[src/rtl/fetch_unit.sv]
`default_nettype none
// ============================================================================
// Module      : fetch_unit
// Description : Instruction fetch stage with two-word instruction assembly,
//               branch redirect, RET/RTI PC pop and interrupt entry.
// Revision    : 1.0 - initial release
// ============================================================================
module fetch_unit #(
    parameter logic [31:0] RESET_PC = 32'h0000_0000,
    parameter logic [31:0] INT_VEC  = 32'h0000_0002
) (
    input  logic        clk,
    input  logic        rst,
    output logic [31:0] imem_addr,
    input  logic [15:0] imem_data,
    input  logic        stall,
    input  logic        fetch_pc_enable,
    input  logic        branch_taken,
    input  logic [31:0] pc_jmp,
    input  logic        freeze,
    input  logic        pop_pc1,
    input  logic        pop_pc2,
    input  logic [15:0] mem_rdata,
    input  logic        interrupt,
    output logic        int_ack,
    output logic [31:0] int_ret_pc,
    output logic [15:0] if_instr,
    output logic [15:0] if_imm,
    output logic [31:0] if_pc,
    output logic        if_valid
);

    localparam logic [1:0] S_RUN      = 2'd0;
    localparam logic [1:0] S_IMM2     = 2'd1;
    localparam logic [1:0] S_RET_WAIT = 2'd2;

    logic [1:0]  r_state;
    logic [31:0] r_pc;
    logic [15:0] r_buffer;
    logic [15:0] r_pc_hi;
    logic        r_int_pending;
    logic        r_int_ack;
    logic [31:0] r_int_ret_pc;
    logic [15:0] r_if_instr;
    logic [15:0] r_if_imm;
    logic [31:0] r_if_pc;
    logic        r_if_valid;

    logic [31:0] w_pc_inc;
    logic        w_two_word;
    logic        w_hold;
    logic        w_in_ret;
    logic        w_int_entry;

    assign w_pc_inc   = r_pc + 32'd1;
    assign w_two_word = (imem_data[15:11] == 5'b11000) ||
                        (imem_data[15:11] == 5'b11001) ||
                        (imem_data[15:11] == 5'b11010);
    assign w_hold     = stall | ~fetch_pc_enable;
    assign w_in_ret   = (r_state == S_RET_WAIT);
    // Interrupts are only taken on a clean RUN edge so no instruction is split.
    assign w_int_entry = (r_state == S_RUN) & r_int_pending & ~w_hold &
                         ~branch_taken & ~freeze;

    always_ff @(posedge clk) begin
        if (rst) begin
            r_state       <= S_RUN;
            r_pc          <= RESET_PC;
            r_buffer      <= 16'h0000;
            r_pc_hi       <= 16'h0000;
            r_int_pending <= 1'b0;
            r_int_ack     <= 1'b0;
            r_int_ret_pc  <= 32'h0000_0000;
            r_if_instr    <= 16'h0000;
            r_if_imm      <= 16'h0000;
            r_if_pc       <= 32'h0000_0000;
            r_if_valid    <= 1'b0;
        end else begin
            r_int_ack <= 1'b0;

            if (w_int_entry) begin
                r_int_pending <= 1'b0;
            end else if (interrupt) begin
                r_int_pending <= 1'b1;
            end

            if (w_in_ret && pop_pc1) begin
                r_pc_hi <= mem_rdata;
            end

            if (w_in_ret && pop_pc2) begin
                r_pc       <= {r_pc_hi, mem_rdata};
                r_state    <= S_RUN;
                r_if_instr <= 16'h0000;
                r_if_imm   <= 16'h0000;
                r_if_valid <= 1'b0;
            end else if (branch_taken) begin
                r_pc       <= pc_jmp;
                r_state    <= S_RUN;
                r_if_instr <= 16'h0000;
                r_if_imm   <= 16'h0000;
                r_if_valid <= 1'b0;
            end else if (freeze) begin
                r_state    <= S_RET_WAIT;
                r_if_instr <= 16'h0000;
                r_if_imm   <= 16'h0000;
                r_if_valid <= 1'b0;
            end else if (w_hold) begin
                r_state <= r_state;
            end else if (w_int_entry) begin
                r_int_ack    <= 1'b1;
                r_int_ret_pc <= r_pc;
                r_pc         <= INT_VEC;
                r_if_instr   <= 16'h0000;
                r_if_imm     <= 16'h0000;
                r_if_valid   <= 1'b0;
            end else begin
                case (r_state)
                    S_RUN: begin
                        r_pc <= w_pc_inc;
                        if (w_two_word) begin
                            r_buffer   <= imem_data;
                            r_if_instr <= 16'h0000;
                            r_if_imm   <= 16'h0000;
                            r_if_valid <= 1'b0;
                            r_state    <= S_IMM2;
                        end else begin
                            r_if_instr <= imem_data;
                            r_if_imm   <= 16'h0000;
                            r_if_pc    <= w_pc_inc;
                            r_if_valid <= 1'b1;
                        end
                    end
                    S_IMM2: begin
                        r_if_instr <= r_buffer;
                        r_if_imm   <= imem_data;
                        r_if_pc    <= w_pc_inc;
                        r_if_valid <= 1'b1;
                        r_pc       <= w_pc_inc;
                        r_state    <= S_RUN;
                    end
                    default: begin
                        r_if_instr <= 16'h0000;
                        r_if_imm   <= 16'h0000;
                        r_if_valid <= 1'b0;
                    end
                endcase
            end
        end
    end

    assign imem_addr  = r_pc;
    assign int_ack    = r_int_ack;
    assign int_ret_pc = r_int_ret_pc;
    assign if_instr   = r_if_instr;
    assign if_imm     = r_if_imm;
    assign if_pc      = r_if_pc;
    assign if_valid   = r_if_valid;

endmodule
`default_nettype wire

[config.mk]
export PLATFORM = sky130hd
export DESIGN_NAME = fetch_unit
export DESIGN_NICKNAME = d
export VERILOG_FILES = /design/src/rtl/fetch_unit.sv
export SDC_FILE = /design/constraint.sdc
export NUM_CORES = 1
export LEC_CHECK = 0
export ABC_AREA = 1
export BUFFER_PORTS_ARGS = -buffer_cell sky130_fd_sc_hd__buf_2
export CAP_MARGIN = 25
export CORE_MARGIN = 1.5
export CORE_UTILIZATION = 59
export CTS_BUF_LIST = sky130_fd_sc_hd__clkbuf_8
export DETAILED_ROUTE_END_ITERATION = 7
export PLACE_DENSITY_LB_ADDON = 0.15
export SLEW_MARGIN = 20
export SYNTH_ARGS = -nofsm -noshare
export SYNTH_HDL_FRONTEND = slang
export SYNTH_SLANG_ARGS = --single-unit
export TNS_END_PERCENT = 20
[constraint.sdc]
create_clock -name clk -period 4 [get_ports clk]
set_clock_uncertainty 0.1 [all_clocks]
set_input_delay 1.2 -clock clk [delete_from_list [all_inputs] [get_ports clk]]
set_output_delay 1.2 -clock clk [all_outputs]
set_load 0.1 [all_outputs]
==> results.ini <==
[run_status]
result_of_the_run=finished, final reports clean

[place]
detailedPlacementHpwl_microns=16600
finalWeightedCongestion=0.932
detailedPlace.worstSlack_ns=0.657
port-buffer-count=202

[sta]
fin_ws_ns=1.09
unrepaired_setup_endpoints_after_global_routing=no
achievable-frequency_mhz=344
final-setup-viol-count=0
slew_violations=0
finalHoldViolations=0
finalSetupTns_ns=0
max_slew.worst_pin.slew_ns=0.755
timing.slew.headroom_pct=49.5
post-route-period-util_pct=72.6
post-route-min-period_ns=2.91

[synth]
postSynthRegisterBits=165
post-synth-top-area-cell=dfxtp_1
synth.mux.area_fraction_pct=0
post_synth.cell_area_avg_sq_um=6.99
netlist_instances=1094
synth_adder_area_share_pct=0.164
synth.net_count=1168
area_share_of_the_largest_cell_type_after_synthesis_pct=43.2
syn-cell-area_sq_mm=0.00765
ys_types=35
largest_family_of_logic_cells_by_synthesized_area=simple AND/OR/NAND/NOR gates
synthXorXnorAreaFrac_pct=1.72
ys_warn_count=0
synth-compound-area-share_pct=19.8
yosysSeqAreaShare_pct=43.2
synthSimpleGateAreaFrac_pct=26.1
yosys-top-cells-area=dfxtp_1 43%, nand2_1 14%, nor2_1 7.5%, o21ai_0 6.9%, a21oi_1 5.0%

[die]
area_of_the_die_sq_mm=0.0137
die_width_microns=117
core_region_area_sq_mm=0.0126
initial_core_util_pct=60.6
ios=203
placement_rows=41
die_ht_microns=117

[clock_tree]
cts_resized=0
cts.sink_count=165
clkTransAtPathRegs_ns=0.08
hold_buffers=0
cts_root_buffer=clkbuf_8
cts_buffers=17
post_cts.repair.setup_buffers=0
clock_tree_from_tritoncts=done
worst_skew_pair.late_latency_ns=0.46
cts.htree.levels=4
cts-root-to-sink-buffers=2

[worst_setup_path]
setup.worst_path.start_class=input pin
timing.rr.start=r_state[1]
critical_path.most_common_cell=inv_2
cp.required_ns=4.29
path_max_fanout=34
arrival_ns=3.20
worst_path_dominant_cell_family=buffers and inverters
crit_path_end_kind=flop
critical_path_buf_inv_count=4
worst-setup-path-type=in2reg
biggest_cell_delay_along_the_critical_path_ns=0.57
timing.critical_path.from=branch_taken
timing.critical_path.cells=buf_2 > inv_2 > nand3_4 > inv_2 > nand3_4 > inv_2 > nor3_4 > o21ai_0 > a21oi_1
worst_path_max_delay_cell=nor3_4

[drt]
wire_per_inst_microns=15.5
route.detailed.drc=0
antenna_left=0
detailedRoute.firstIterationViolations=951
vias_per_cell=5.51
detailedRoute.firstPassIterationCount=6
vias=7991
detail_route.wirelength_microns=22500

[flow_run]
drv_cap=0

[grt]
grt_max_degree=69
grt_pass1_vias=6636
antenna_found_initial=0
overflow=0
global_route_total_usage_across_every_layer_pct=32.8
grt_pass1_wl_microns=34400

[cells_and_area]
design.final.nets=1342
area.growth.synth_to_final_pct=18.0
layout-drive-gt1-share_pct=20.9

[power]
cellPowerDensity_mw_per_mm2=390
worst_ir_drop_vdd_mv=0.339
static-leakage-power_nw=4.19

[hold_path]
timing.hold.worst.class=reg2reg
hold_start=r_pc_hi[8]

## cell usage after synthesis (all sizes together)
cell type,number
nand2,285
dfxtp,165
nor2,162
inv,110
o21ai,106
a21oi,80
clkbuf,36
nand3,28
a211oi,25
buf,23
a22oi,16
xor2,15
a31oi,14
a32o,13
nor3,6
nand4,3
o22ai,2
and2,1
ha,1
nor3b,1
o211ai,1
o221ai,1
## logic make-up after synthesis
| family | after synthesis |
|---|---|
| AOI/OAI and AO/OA | 258 |
| xor gates and xnor gates | 15 |
| adders and majority gates | 1 |
| buffers and inverters | 169 |
| DFF | 165 |
| and+or+nand+nor | 486 |
## area by class of cell
| class | count | area (sq um) |
|---|---|---|
| clock inverter | 8 | 63.8 |
| sequential | 165 | 3300 |
| antenna | 1 | 2.50 |
| tap | 172 | 215 |
| clock buffer | 20 | 275 |
| multi-input combinational | 760 | 3650 |
| fill | 1155 | 3590 |
| inverter | 110 | 413 |
| timing repair buffer | 214 | 1100 |
## power breakdown
group / total [mW] / switching (mW) / internal (mW) / leakage, nW
registers: 1.75 / 0.0627 / 1.69 / 1.34
logic: 0.685 / 0.541 / 0.144 / 2.66
clock network: 1.08 / 0.568 / 0.517 / 0.186
## per-layer routing
layer | track usage (%) | wire [microns] | vias to the layer above
met5 | 0 | 0 | -
met4 | 10.4 | 472 | 0
met3 | 6.95 | 2190 | 43
met2 | 47.3 | 9740 | 436
met1 | 48.9 | 10100 | 3618
li1 | - | - | 3894
## through the flow
stage	std cells	util [%]	power (mW)	hold slack [ns]	cell area, sq um
3_3_place_gp	1421	68.8	2.46	0.330	8690
2_1_floorplan	1094	-	2.30	0.320	7650
4_1_cts	1449	71.5	3.52	0.345	9020
5_1_grt	1449	71.5	3.66	0.366	9020
6_report	1450	71.5	3.52	0.345	9030
3_5_place_dp	1421	68.8	2.47	0.334	8690
## cell usage in the layout, fill, tap and decap left out, types with 2 or more instances in the layout
cell,n
a211oi_1,25
a21oi_1,77
a21oi_4,2
a22oi_1,16
a31oi_1,14
a32o_1,13
buf_2,202
buf_4,12
clkbuf_8,20
clkinv_2,3
dfxtp_1,165
inv_1,103
inv_2,9
nand2_1,284
nand3_1,25
nand3_4,2
nand4_1,3
nor2_1,152
nor2_2,3
nor2_4,6
nor3_1,5
o21ai_0,105
o22ai_1,2
xor2_1,15
## registers in the layout (all words and copies together) (netlist names)
| register | cells |
|---|---|
| if_imm | 16 |
| if_instr | 16 |
| if_pc | 32 |
| if_valid | 1 |
| imem_addr | 32 |
| int_ack | 1 |
| int_ret_pc | 32 |
| r_buffer | 16 |
| r_int_pending | 1 |
| r_pc_hi | 16 |
| r_state | 2 |
## path summary, 6_finish.rpt
path / end / slack, ns / depth (start not counted)
worst max register to register: imem_addr[8] / 1.65 / 9
worst min-delay path: r_pc_hi[8] / 0.34 / 2
worst min register to register: r_pc_hi[8] / 0.34 / 2
worst max-delay path: r_state[0] / 1.09 / 9
## worst min-delay path, cell delays in order, from the launching register on
cell and delay, ns:
dfxtp_1 0.31, inv_1 0.04, a21oi_1 0.05
(Power assumes the default switching activity.)
